===== config.mk =====
export PLATFORM = sky130hd
export DESIGN_NAME = controlador_lcd
export DESIGN_NICKNAME = d
export VERILOG_FILES = /design/src/rtl/lcd_pkg.sv /design/src/rtl/lcd_escritura.sv /design/src/rtl/controlador_lcd.sv
export SDC_FILE = /design/constraint.sdc
export NUM_CORES = 1
export LEC_CHECK = 0
export CAP_MARGIN = 0
export CORE_ASPECT_RATIO = 0.6
export CORE_UTILIZATION = 50
export CTS_CLUSTER_SIZE = 28
export DETAILED_ROUTE_END_ITERATION = 10
export GPL_TIMING_DRIVEN = 0
export HOLD_SLACK_MARGIN = 0.08
export PLACE_DENSITY = 0.72
export SYNTH_ARGS = -nofsm -noshare
export SYNTH_HDL_FRONTEND = slang
export SYNTH_SLANG_ARGS = --single-unit

===== constraint.sdc =====
create_clock -name clk -period 2.75 [get_ports clk]
set_input_delay 0.55 -clock clk [delete_from_list [all_inputs] [get_ports clk]]
set_output_delay 0.55 -clock clk [all_outputs]
set_load 0.05 [all_outputs]

===== src/rtl/lcd_pkg.sv =====
// Shared types and constants for the HD44780 character LCD controller:
// top-level sequencer states, byte-writer phases, panel command bytes and
// the power-on initialisation order.
package lcd_pkg;

  typedef enum logic [2:0] {
    S_POWERUP,
    S_INIT,
    S_L1_ADDR,
    S_L1_CHAR,
    S_L2_ADDR,
    S_L2_CHAR,
    S_IDLE
  } lcd_state_t;

  typedef enum logic [1:0] {
    W_IDLE,
    W_SETUP,
    W_PULSE,
    W_WAIT
  } wr_phase_t;

  localparam logic [7:0] CMD_FUNC_8B2L = 8'h38;
  localparam logic [7:0] CMD_DISP_ON   = 8'h0C;
  localparam logic [7:0] CMD_CLEAR     = 8'h01;
  localparam logic [7:0] CMD_ENTRY_INC = 8'h06;
  localparam logic [7:0] CMD_ROW1      = 8'h80;
  localparam logic [7:0] CMD_ROW2      = 8'hC0;

  // Index of the final init command; reaching it ends initialisation.
  localparam logic [2:0] INIT_LAST = 3'd5;

  // First table entry of row 2; seeing it as the next address ends row 1.
  localparam logic [4:0] ROW2_FIRST = 5'd16;

  // Power-on init order: function set three times, display on, clear, entry mode.
  function automatic logic [7:0] init_cmd(input logic [2:0] idx);
    logic [7:0] cmd;
    cmd = CMD_FUNC_8B2L;
    case (idx)
      3'd0, 3'd1, 3'd2: cmd = CMD_FUNC_8B2L;
      3'd3:             cmd = CMD_DISP_ON;
      3'd4:             cmd = CMD_CLEAR;
      3'd5:             cmd = CMD_ENTRY_INC;
      default:          cmd = CMD_FUNC_8B2L;
    endcase
    return cmd;
  endfunction

endpackage


===== src/rtl/lcd_escritura.sv =====
// One timed HD44780 byte write: a setup cycle with E low, T_E cycles of E
// high, then a post-write wait (T_CLEAR for the clear command, T_CMD
// otherwise). rs/data are captured when go is seen and held until the next
// go. done pulses in the last wait cycle so the sequencer can issue the
// following byte in that same cycle with no gap.
module lcd_escritura
  import lcd_pkg::*;
#(
  parameter int T_E     = 12,
  parameter int T_CMD   = 2000,
  parameter int T_CLEAR = 82000
) (
  input  logic       clk,
  input  logic       reset,
  input  logic       go,
  input  logic       rs,
  input  logic [7:0] data,
  input  logic       is_clear,
  output logic       lcd_e,
  output logic       lcd_rs,
  output logic [7:0] lcd_data,
  output logic       done
);

  localparam logic [31:0] E_LAST   = 32'(T_E - 1);
  localparam logic [31:0] CMD_LAST = 32'(T_CMD - 1);
  localparam logic [31:0] CLR_LAST = 32'(T_CLEAR - 1);

  wr_phase_t   phase_reg, phase_next;
  logic [31:0] cnt_reg, cnt_next;
  logic        rs_reg;
  logic [7:0]  data_reg;
  logic        clear_reg;

  // Phase/counter state plus the byte latched at the start of each write.
  always_ff @(posedge clk) begin
    if (reset) begin
      phase_reg <= W_IDLE;
      cnt_reg   <= '0;
      rs_reg    <= 1'b0;
      data_reg  <= 8'h00;
      clear_reg <= 1'b0;
    end else begin
      phase_reg <= phase_next;
      cnt_reg   <= cnt_next;
      if (go) begin
        rs_reg    <= rs;
        data_reg  <= data;
        clear_reg <= is_clear;
      end
    end
  end

  // Walk setup -> E pulse -> wait; a new go always restarts at setup.
  always_comb begin
    phase_next = phase_reg;
    cnt_next   = cnt_reg;
    case (phase_reg)
      W_IDLE: begin
        phase_next = W_IDLE;
      end
      W_SETUP: begin
        phase_next = W_PULSE;
        cnt_next   = E_LAST;
      end
      W_PULSE: begin
        if (cnt_reg == '0) begin
          phase_next = W_WAIT;
          cnt_next   = clear_reg ? CLR_LAST : CMD_LAST;
        end else begin
          cnt_next = cnt_reg - 32'd1;
        end
      end
      W_WAIT: begin
        if (cnt_reg == '0) begin
          phase_next = W_IDLE;
        end else begin
          cnt_next = cnt_reg - 32'd1;
        end
      end
      default: phase_next = W_IDLE;
    endcase
    if (go) begin
      phase_next = W_SETUP;
      cnt_next   = '0;
    end
  end

  assign done     = (phase_reg == W_WAIT) && (cnt_reg == '0);
  assign lcd_e    = (phase_reg == W_PULSE);
  assign lcd_rs   = rs_reg;
  assign lcd_data = data_reg;

endmodule


===== src/rtl/controlador_lcd.sv =====
// HD44780 16x2 controller in 8-bit mode. Waits out power-up, runs the init
// command list, then draws a frame (row-1 address, entries 0-15, row-2
// address, entries 16-31) and repeats it on request. Starts arriving during
// a frame are remembered once and replayed back-to-back.
// Optional build macro LCD_AUTO_REFRESH_EN: redraw automatically after
// REFRESH_CYC idle cycles.
module controlador_lcd
  import lcd_pkg::*;
#(
  parameter int T_POWERUP   = 750000,
  parameter int T_E         = 12,
  parameter int T_CMD       = 2000,
  parameter int T_CLEAR     = 82000,
  parameter int REFRESH_CYC = 5000000
) (
  input  logic       clk,
  input  logic       reset,
  input  logic       start,
  output logic [4:0] char_addr,
  input  logic [8:0] char_data,
  output logic [7:0] lcd_data,
  output logic       lcd_rs,
  output logic       lcd_rw,
  output logic       lcd_e,
  output logic       busy,
  output logic       init_done
);

  localparam logic [31:0] PU_LAST = 32'(T_POWERUP - 1);

  lcd_state_t  state_reg, state_next;
  logic [2:0]  init_idx_reg, init_idx_next;
  logic [4:0]  addr_reg, addr_next;
  logic        init_done_reg, init_done_next;
  logic        pending_reg, pending_next;
  logic [31:0] wait_cnt_reg;

  logic        go;
  logic        tx_rs;
  logic [7:0]  tx_data;
  logic        tx_clear;
  logic        wr_done;
  logic        in_frame;
  logic        count_en;
  logic        refresh_fire;

`ifdef LCD_AUTO_REFRESH_EN
  localparam logic [31:0] REF_LAST = 32'(REFRESH_CYC - 1);
  assign count_en     = (state_reg == S_POWERUP) || (state_reg == S_IDLE);
  assign refresh_fire = (state_reg == S_IDLE) && (wait_cnt_reg == REF_LAST);
`else
  logic unused_refresh;
  assign unused_refresh = ^REFRESH_CYC;
  assign count_en       = (state_reg == S_POWERUP);
  assign refresh_fire   = 1'b0;
`endif

  assign in_frame = (state_reg == S_L1_ADDR) || (state_reg == S_L1_CHAR) ||
                    (state_reg == S_L2_ADDR) || (state_reg == S_L2_CHAR);

  // Sequencer state, init index, table address and sticky flags.
  always_ff @(posedge clk) begin
    if (reset) begin
      state_reg     <= S_POWERUP;
      init_idx_reg  <= 3'd0;
      addr_reg      <= 5'd0;
      init_done_reg <= 1'b0;
      pending_reg   <= 1'b0;
    end else begin
      state_reg     <= state_next;
      init_idx_reg  <= init_idx_next;
      addr_reg      <= addr_next;
      init_done_reg <= init_done_next;
      pending_reg   <= pending_next;
    end
  end

  // Dwell counter: power-up delay, and idle refresh period when enabled;
  // restarts on every state change.
  always_ff @(posedge clk) begin
    if (reset) begin
      wait_cnt_reg <= '0;
    end else if (state_next != state_reg) begin
      wait_cnt_reg <= '0;
    end else if (count_en) begin
      wait_cnt_reg <= wait_cnt_reg + 32'd1;
    end
  end

  // Next state and next byte. A transition into a sending state issues that
  // state's byte in the same cycle, so consecutive bytes abut exactly.
  // addr_reg always points at the next table entry to send.
  always_comb begin
    state_next     = state_reg;
    init_idx_next  = init_idx_reg;
    addr_next      = addr_reg;
    init_done_next = init_done_reg;
    pending_next   = pending_reg;
    go             = 1'b0;
    tx_rs          = 1'b0;
    tx_data        = 8'h00;

    if (start && in_frame) begin
      pending_next = 1'b1;
    end

    case (state_reg)
      S_POWERUP: begin
        if (wait_cnt_reg == PU_LAST) begin
          state_next    = S_INIT;
          init_idx_next = 3'd0;
          go            = 1'b1;
          tx_data       = init_cmd(3'd0);
        end
      end
      S_INIT: begin
        if (wr_done) begin
          go = 1'b1;
          if (init_idx_reg == INIT_LAST) begin
            init_done_next = 1'b1;
            state_next     = S_L1_ADDR;
            tx_data        = CMD_ROW1;
          end else begin
            init_idx_next = init_idx_reg + 3'd1;
            tx_data       = init_cmd(init_idx_reg + 3'd1);
          end
        end
      end
      S_L1_ADDR: begin
        if (wr_done) begin
          state_next = S_L1_CHAR;
          go         = 1'b1;
          tx_rs      = char_data[8];
          tx_data    = char_data[7:0];
          addr_next  = addr_reg + 5'd1;
        end
      end
      S_L1_CHAR: begin
        if (wr_done) begin
          go = 1'b1;
          if (addr_reg == ROW2_FIRST) begin
            state_next = S_L2_ADDR;
            tx_data    = CMD_ROW2;
          end else begin
            tx_rs     = char_data[8];
            tx_data   = char_data[7:0];
            addr_next = addr_reg + 5'd1;
          end
        end
      end
      S_L2_ADDR: begin
        if (wr_done) begin
          state_next = S_L2_CHAR;
          go         = 1'b1;
          tx_rs      = char_data[8];
          tx_data    = char_data[7:0];
          addr_next  = addr_reg + 5'd1;
        end
      end
      S_L2_CHAR: begin
        if (wr_done) begin
          if (addr_reg == 5'd0) begin
            // Address wrapped: frame complete. A start seen this very
            // cycle is treated like a pending one.
            if (pending_reg || start) begin
              pending_next = 1'b0;
              state_next   = S_L1_ADDR;
              go           = 1'b1;
              tx_data      = CMD_ROW1;
            end else begin
              state_next = S_IDLE;
            end
          end else begin
            go        = 1'b1;
            tx_rs     = char_data[8];
            tx_data   = char_data[7:0];
            addr_next = addr_reg + 5'd1;
          end
        end
      end
      S_IDLE: begin
        if (start || refresh_fire) begin
          state_next = S_L1_ADDR;
          go         = 1'b1;
          tx_data    = CMD_ROW1;
        end
      end
      default: begin
        state_next = S_POWERUP;
      end
    endcase

    tx_clear = go && !tx_rs && (tx_data == CMD_CLEAR);
  end

  lcd_escritura #(
    .T_E     (T_E),
    .T_CMD   (T_CMD),
    .T_CLEAR (T_CLEAR)
  ) u_escritura (
    .clk      (clk),
    .reset    (reset),
    .go       (go),
    .rs       (tx_rs),
    .data     (tx_data),
    .is_clear (tx_clear),
    .lcd_e    (lcd_e),
    .lcd_rs   (lcd_rs),
    .lcd_data (lcd_data),
    .done     (wr_done)
  );

  assign char_addr = addr_reg;
  assign lcd_rw    = 1'b0;
  assign busy      = (state_reg != S_IDLE);
  assign init_done = init_done_reg;

endmodule


* After elaboration in Yosys (flattened, before gate mapping) *
Cells that the tools add are included.

cells by class
  $add $sub $neg = 4
  multiplexer cells = 60
  eq/ne operators = 31
  reductions and logical operators = 26

operator list
  kind                                                                     count
  32-bit one-hot mux with 3 select lines                                   1
  8-bit two-way mux                                                        9
  32-bit two-way mux                                                       2
  8-bit one-hot mux with 6 select lines                                    1
  3-bit two-way mux                                                        14
  32-bit by 1-bit adder with 32-bit output, second input constant          1
  32-bit by 20-bit equality test with 1-bit output, second input constant  1
  32-bit logical NOT                                                       1
  32-bit by 1-bit subtractor with 32-bit output, second input constant     1
  5-bit two-way mux                                                        5
  3-bit one-hot mux with 7 select lines                                    1
  3-bit equality test, second input constant                               6
  6-bit one-hot mux with 3 select lines                                    1
  1-bit two-way mux                                                        17
  17-bit two-way mux                                                       1
  5-bit one-hot mux with 3 select lines                                    1
  2-bit by 1-bit inequality test with 1-bit output, second input constant  7
  3-bit by 2-bit equality test with 1-bit output, second input constant    3
  8-bit by 1-bit equality test with 1-bit output, second input constant    1
  2-bit inequality test, second input constant                             4
  2-bit one-hot mux with 4 select lines                                    1
  6-bit two-way mux                                                        1
  3-bit one-hot mux with 2 select lines                                    1
  2-bit AND reduction                                                      3
  other kinds (26)                                                         37

storage, ports and cells
  input bits = 12
  word-level logic and storage cells = 133
  register bits = 89
  output and inout bits = 18

* Logic depth before layout (Yosys ltp) *
Gate-level depths: netlist of the first run.

  depth in word-level cells = 10
  mapped depth = 10
  mapped depth without buffers = 8

* Cells and area by module *
Synthesis of the first run repeated with hierarchy kept, for this count alone.

unflattened totals
  cells, all modules = 610
  area total of the unflattened synthesis = 5058.6 um^2

modules (own cells, without submodules)
  module           instances  area each (um^2)  seq. area each (um^2)  cells an instance
  controlador_lcd  1          2637.5            900.9                  328
  lcd_escritura    1          2421.1            880.8                  282

* Least setup slack after synthesis of the first run *
Ideal clock, no wire load.

  kind = register to register
  start = register addr_reg[1] (netlist: char_addr[1])
  end = register u_escritura.clear_reg
  clock period less this slack = 2.625 ns
  setup slack = 0.125 ns
  stages on the path, launching flop included = 9
  arrival = 2.550 ns
  setup time = 0.075 ns
  cells stage by stage = dfxtp_1 -> inv_1 -> ha_1 -> or4b_2 -> nor3_1 -> a211oi_1 -> a311o_1 -> or4_1 -> o22ai_1

on the way
  word-level cells in the longest chain between the ends = 7

ends and longest elaborated chain
  element                                                    line                   source
  start, declared                                            controlador_lcd.sv:33  logic [4:0] addr_reg, addr_next;
  start signal, assigned                                     controlador_lcd.sv:72  addr_reg <= addr_next;
  branches (longest 7 deep; another with 8-bit two-way mux)  -
  end signal, assigned                                       lcd_escritura.sv:49    clear_reg <= is_clear;
  end, declared                                              lcd_escritura.sv:33    logic clear_reg;

Several ways; the timed one is not identified.
A chain may end at the register's enable or synchronous reset.

* Worst setup path after layout of the first run *
  start = register u_escritura.cnt_reg[12]
  end = register u_escritura.cnt_reg[1]

on the way
  word-level cells in the longest chain between the ends = 5

ends and longest elaborated chain
  element                                      line                                                           source
  start, declared                              lcd_escritura.sv:30                                            logic [31:0] cnt_reg, cnt_next;
  start signal, assigned                       lcd_escritura.sv:45                                            cnt_reg <= cnt_next;
  32-bit logical NOT *                         lcd_escritura.sv:67, lcd_escritura.sv:75, lcd_escritura.sv:89
  1-bit logical AND                            lcd_escritura.sv:89                                            assign done = (phase_reg == W_WAIT) && (cnt_reg == '0);
  1-bit two-way mux, on equally long branches  -
  1-bit one-hot mux with 4 select lines        controlador_lcd.sv:107                                         case (state_reg)
  2-bit OR reduction (no line)                 -

Mark *: on every way between the ends. The rest lies on a longest branch, timed or not.

==> results.json, run 1 <==
{
  "reg2reg_to": "u_escritura.cnt_reg[1]",
  "antenna_found_initial": 0,
  "vias": 4587,
  "dr_wl_met3_microns": 1097,
  "clk_path_buf_depth": 2,
  "min_to": "u_escritura.lcd_data[1]",
  "met2_length_microns": 5502,
  "synth_cells": 571,
  "rows": 27,
  "synth_area_per_cell_sq_um": 8.401,
  "drive_above_1_share_pct": 12.22,
  "final_area_sq_mm": 0.005789,
  "grt_pass1_wl_microns": 21200,
  "endpoint_kind": "register",
  "synth-adder-area-share_pct": 3.130,
  "die_w_microns": 128.5,
  "max_cap_viol_count": 0,
  "routed.top_layer": "met4",
  "firstDrtPassIters": 6,
  "synth_top_family_by_area": "simple AND/OR/NAND/NOR gates",
  "async_flop_share_pct": 0,
  "synth_compound_area_share_pct": 12.81,
  "finalNetCount": 649,
  "period_minus_slack_ps": 2699,
  "slew_viol_final": 0,
  "ys_seq_area_share_pct": 37.14,
  "cts_tree": "built",
  "ant_nets": 0,
  "grtUsageTotal_pct": 27.34,
  "ys.flop_type": "dfxtp_1",
  "hold_violations": 0,
  "grt_pass1_vias": 4184,
  "rrSetupSlack_ps": 50,
  "dieArea_sq_mm": 0.01000,
  "synth_warnings": 0,
  "final_common_cell": "dfxtp_1",
  "worstSkewPairLatency_ps": 350,
  "p_leak_nw": 2.060,
  "synth_cell_types": 66,
  "hold_path.startpoint": "u_escritura.lcd_data[1]",
  "drt-initial-drc-count": 482,
  "post-route-drc-count": 0,
  "synth_nets": 595,
  "start_util_pct": 51.82,
  "reg2reg_from": "u_escritura.cnt_reg[12]",
  "max_freq_mhz": 370.5,
  "cts_sinks": 89,
  "hold_path_depth": 2,
  "cts-buffers-inserted": 9,
  "antenna_cells": 0,
  "clock-root-buffer": "clkbuf_16",
  "drt-met1-wl_microns": 6568,
  "fin_crit_sh_pct": 98.15,
  "die_h_microns": 77.87,
  "grt_overflow": 0,
  "setup_ws_ps": 51.00,
  "reg2reg_depth": 8,
  "max_slew.worst_pin.slew_ps": 834.6,
  "final_cell_mix": "dfxtp_1 (89), nor2_1 (56), nor3_1 (51), nand2_1 (41), xnor2_1 (30)",
  "slew_headroom_pct": 44.15,
  "power_density_mw_per_mm2": 454.9,
  "core-area_sq_mm": 0.009256,
  "syn_area_sq_mm": 0.004797,
  "place_inst": 728,
  "final_cells": 760,
  "pin_count": 30,
  "muxShareOfSynthArea_pct": 1.278,
  "synth-simple-area-share_pct": 31.38,
  "wl_microns": 13380,
  "hold_path.class": "register to register",
  "skew_ps": 7.033,
  "dpl_cell_area_sq_mm": 0.005230,
  "area_growth_pct": 20.68,
  "ys_seq_elements": 89,
  "clk_pin_slew_ps": 60,
  "setup_viol": 0,
  "status": "finished, final reports clean",
  "synth_xor_area_share_pct": 9.859,
  "synth_edf_count": 0,
  "worstSetupPathType": "register to register",
  "ir_drop_uv": 311.9,
  "critPathArrivalTime_ps": 2950,
  "cts.htree.levels": 3,
  "dp.final_hpwl_microns": 9032,
  "grt_max_degree": 16,
  "hold_slack_ps": 464.2,
  "routabilityCongestion": 0.9350,
  "required_ps": 3000,
  "routedWlPerCell_microns": 17.60,
  "cp_max_fo": 10,
  "pre_cts_ws_ps": -492.8,
  "vias_per_cell": 6.036,
  "start_kind": "register",
  "placement.io_buffers": 27
}
timing repair:
action / in CTS / in global routing
setup endpoints to repair: 85 / 74
hold buffers: 0 / 0
gates cloned: 0 / 1
buffers inserted: 5 / 10
pin swaps: 5 / 4
gates resized for setup: 16 / 15
worst max-delay path: stages, from the launching register on:
cell	delay (ps)
dfxtp_1	340
or4_4	540
or4_4	470
buf_6	180
o41ai_4	350
buf_4	210
buf_4	130
a211oi_2	60
a221oi_1	320
cell type report:
class / instances / area, sq um
flip-flops and latches: 89 / 1782
clock buffers: 11 / 232.7
fillers: 788 / 3467
clock inverters: 5 / 63.81
inverters: 19 / 71.32
repair buffers: 43 / 387.9
plain buffers: 24 / 167.7
well taps: 130 / 162.7
multi-input cells: 439 / 2922
per-layer routing:
| layer | vias to the layer above | GRT usage (%) |
|---|---|---|
| met2 | 214 | 38.70 |
| met3 | 30 | 7.034 |
| met4 | 0 | 8.118 |
| met1 | 2155 | 40.07 |
| li1 | 2188 | - |
| met5 | - | 0 |
stage by stage:
stage	total power [mW]	setup TNS, ps	utilization, %
global placement	1.391	-22620	56.50
CTS	2.638	0	60.94
global route	2.685	-137.3	62.54
finish	2.634	0	62.54
floorplan	1.360	0	-
detailed placement	1.392	-27070	56.50
cells in the mapped netlist, types with 3 or more instances:
cell	instances	area, sq um
nor3_1	53	265.3
nor4_2	4	50.05
buf_2	10	50.05
nor2_1	56	210.2
dfxtp_1	89	1782
or3_1	6	37.54
or2_2	3	18.77
nor4b_1	6	52.55
clkbuf_1	8	30.03
and2_1	7	43.79
xnor2_1	30	262.8
nor3b_1	3	22.52
o21ai_0	12	60.06
nand3_1	30	150.1
ha_1	12	150.1
mux2i_1	5	50.05
xor2_1	24	210.2
and4_1	3	26.28
a22o_1	3	26.28
inv_1	19	71.32
a21oi_1	28	140.1
a311oi_1	4	35.03
nand4_1	14	87.58
nand3b_1	3	22.52
nand2_1	42	157.7
a31oi_1	10	62.56
buf_6	4	45.04
nor2b_1	5	31.28
a22oi_1	5	37.54
nor4_1	17	106.4
and3_1	9	56.30
a211oi_1	6	45.04
logic make-up (layout without fill, tap and decap cells):
| group | count (synthesis) | in the layout |
|---|---|---|
| AO/OA/AOI/OAI | 89 | 89 |
| XOR/XNOR | 54 | 54 |
| adder cells (fa/ha/maj) | 12 | 12 |
| buffers and inverters | 43 | 102 |
| flip-flops | 89 | 89 |
| multiplexers | 6 | 6 |
| other | 1 | 1 |
| AND/OR/NAND/NOR | 277 | 277 |
report_power, final:
group / switching, mW / total [mW] / leakage [nW] / internal (mW)
Sequential: 0.00464 / 1.30 / 0.717 / 1.29
Clock: 0.553 / 1.26 / 0.140 / 0.712
Combinational: 0.0429 / 0.0720 / 1.20 / 0.0291
worst max path at each step:
| stage | startpoint | end | slack [ps] | cells after the start |
|---|---|---|---|---|
| 5_1_grt | u_escritura.cnt_reg[12] | u_escritura.cnt_reg[1] | -30 | 8 |
| 4_1_cts | u_escritura.cnt_reg[11] | u_escritura.cnt_reg[27] | 10 | 8 |
| 3_3_place_gp | u_escritura.cnt_reg[3] | wait_cnt_reg[9] | -430 | 7 |
| 2_1_floorplan | char_addr[1] | u_escritura.clear_reg | 120 | 8 |
| 3_5_place_dp | u_escritura.cnt_reg[3] | wait_cnt_reg[14] | -490 | 7 |
| 6_report | u_escritura.cnt_reg[12] | u_escritura.cnt_reg[1] | 50 | 8 |
(Power assumes the default switching activity.)
==> run 2: changes to the inputs <==
CELL_PAD_IN_SITES_DETAIL_PLACEMENT = 0   (was default)
CELL_PAD_IN_SITES_GLOBAL_PLACEMENT = 1   (was default)
CORE_MARGIN = 3   (was default)
CORE_UTILIZATION = 41   (was 50)
MAX_ROUTING_LAYER = met4   (was default)
PLACE_DENSITY = default   (was 0.72)
PLACE_DENSITY_LB_ADDON = 0.1   (was default)
==> run 2 against run 1 <==
  * Worst hold slack gained 2.9 ps
  * Critical path type unchanged
  * Clock power is essentially flat
  * Via count shrank 3.4%
  * First-iteration DRC count shrank 21%
  * Critical path depth grew 1
==> results.json, run 2 (synthesized netlist as in run 1, its figures left out) <==
{
  "power.total_mw": 2.614,
  "critPathArrivalTime_ps": 2900,
  "dieArea_sq_mm": 0.01308,
  "finalNetCount": 648,
  "endpoint_kind": "register",
  "worstSetupPathType": "register to register",
  "antenna_cells": 0,
  "slew_viol_final": 0,
  "reg2reg_depth": 9,
  "seq_area_sq_mm": 0.001782,
  "multiInputGateArea_sq_mm": 0.002952,
  "routedWlPerCell_microns": 16.73,
  "clk_pin_slew_ps": 60,
  "drive_above_1_share_pct": 12.56,
  "reg2reg_to": "u_escritura.cnt_reg[15]",
  "required_ps": 2980,
  "setup_viol": 0,
  "vias": 4429,
  "cts_tree": "built",
  "grt_overflow": 0,
  "placement.io_buffers": 27,
  "power_density_mw_per_mm2": 445.9,
  "rrSetupSlack_ps": 80,
  "status": "finished, final reports clean",
  "antenna_found_initial": 0,
  "reg2reg_from": "u_escritura.cnt_reg[12]",
  "clk_path_buf_depth": 2,
  "area_growth_pct": 22.22,
  "routabilityCongestion": 0.8413,
  "combPwrFrac_pct": 2.8,
  "start_kind": "register",
  "hold_buffers": 0,
  "die_w_microns": 145.6,
  "num-fill-cells": 1038,
  "fin_crit_sh_pct": 97.19,
  "p_clk_share_pct": 47.6,
  "skew_ps": 5.268,
  "busiest_layer": "met1",
  "p_leak_nw": 2.080,
  "hold_slack_ps": 467.1,
  "slew_headroom_pct": 46.66,
  "final_cell_mix": "dfxtp_1 (89), nor2_1 (56), nor3_1 (50), nand2_1 (40), xnor2_1 (30)",
  "firstDrtPassIters": 6,
  "min_to": "u_escritura.lcd_data[1]",
  "max_freq_mhz": 374.2,
  "gr-usage-met2_pct": 25.59,
  "grt_max_degree": 16,
  "post-route-drc-count": 0,
  "pin_count": 30,
  "cp_max_fo": 10,
  "met1_usage_pct": 32.39,
  "intPower_mw": 2.032,
  "period_minus_slack_ps": 2673,
  "switching_share_pct": 22.28,
  "ant_nets": 0,
  "final_common_cell": "dfxtp_1",
  "grtUsageMet3_pct": 4.573,
  "max_slew.worst_pin.slew_ps": 797.2,
  "rsz0062_at_grt": "yes",
  "max_cap_viol_count": 0,
  "hold_path.class": "register to register",
  "start_util_pct": 43.63,
  "drt-initial-drc-count": 383,
  "cts_sinks": 89,
  "cts.htree.levels": 3,
  "place_inst": 753,
  "final_cells": 784,
  "setup_tns_ps": 0,
  "dp.final_hpwl_microns": 9477,
  "cts-buffers-inserted": 9,
  "pwr-share-seq_pct": 49.6,
  "vias_per_cell": 5.649,
  "die_h_microns": 89.79,
  "hold_path_depth": 2,
  "grt_pass1_wl_microns": 21400,
  "rows": 29,
  "worstSkewPairLatency_ps": 340,
  "ir_drop_uv": 330.8,
  "core-area_sq_mm": 0.01099,
  "hold_violations": 0,
  "grtUsageTotal_pct": 20.40,
  "clock-root-buffer": "clkbuf_16",
  "power.switching_mw": 0.5824,
  "hold_path.startpoint": "u_escritura.lcd_data[1]",
  "wl_microns": 13120,
  "grt_pass1_vias": 3994
}
run 2: power groups by stage:
stage,registers (mW),logic [mW],clock network [mW]
CTS,1.30,0.0698,1.28
global route,1.30,0.0785,1.34
finish,1.30,0.0725,1.25
global placement,1.33,0.0663,0
floorplan,1.32,0.0351,0
detailed placement,1.33,0.0662,0
run 2: critical path, cell delays in order, from the launching register on:
cell,delay [ps]
dfxtp_1,350
or4_4,530
or4_4,480
buf_8,180
o41ai_4,350
buf_4,210
buf_6,150
nor3_1,70
xnor2_1,190
nor2_1,50
run 2: metal layers:
metal	routed length, microns	part of all wire [%]	vias up
li1	-	-	2197
met1	7324	56	2088
met2	4935	38	132
met3	733	5.6	12
met4	124	0.95	0
met5	0	0	-
run 2: metrics by stage:
step | util (%) | setup slack [ps] | instance area, sq um
after global routing | 53.33 | -33.51 | 5863
after global placement | 47.85 | -607.9 | 5261
final | 53.33 | 77.28 | 5863
after floorplan | - | 125.0 | 4797
after CTS | 51.76 | 29.57 | 5690
after detailed placement | 47.85 | -597.9 | 5261
run 2: worst max path at each step:
stage	slack [ps]	depth (start not counted)	start	to
after floorplan	120	8	char_addr[1]	u_escritura.clear_reg
after global placement	-610	10	char_addr[0]	u_escritura.cnt_reg[0]
after detailed placement	-600	10	char_addr[0]	u_escritura.cnt_reg[0]
after CTS	30	8	u_escritura.cnt_reg[12]	u_escritura.clear_reg
after global routing	-30	9	u_escritura.cnt_reg[12]	u_escritura.cnt_reg[2]
final	80	9	u_escritura.cnt_reg[12]	u_escritura.cnt_reg[15]
run 2: cell type report:
type / instances / area share [%]
buffer: 24 / 2.945
clock buffer: 10 / 3.905
clock inverter: 6 / 1.152
inverter: 19 / 1.216
multi-input combinational: 439 / 50.34
sequential: 89 / 30.39
tap: 155 / 3.308
timing repair buffer: 42 / 6.743
run 2: repair_timing:
action                                  in CTS  in global routing
endpoints found under the setup margin      87                 79
buffers inserted                             7                  8
resized for setup                           17                 19
pin swaps                                    5                  7
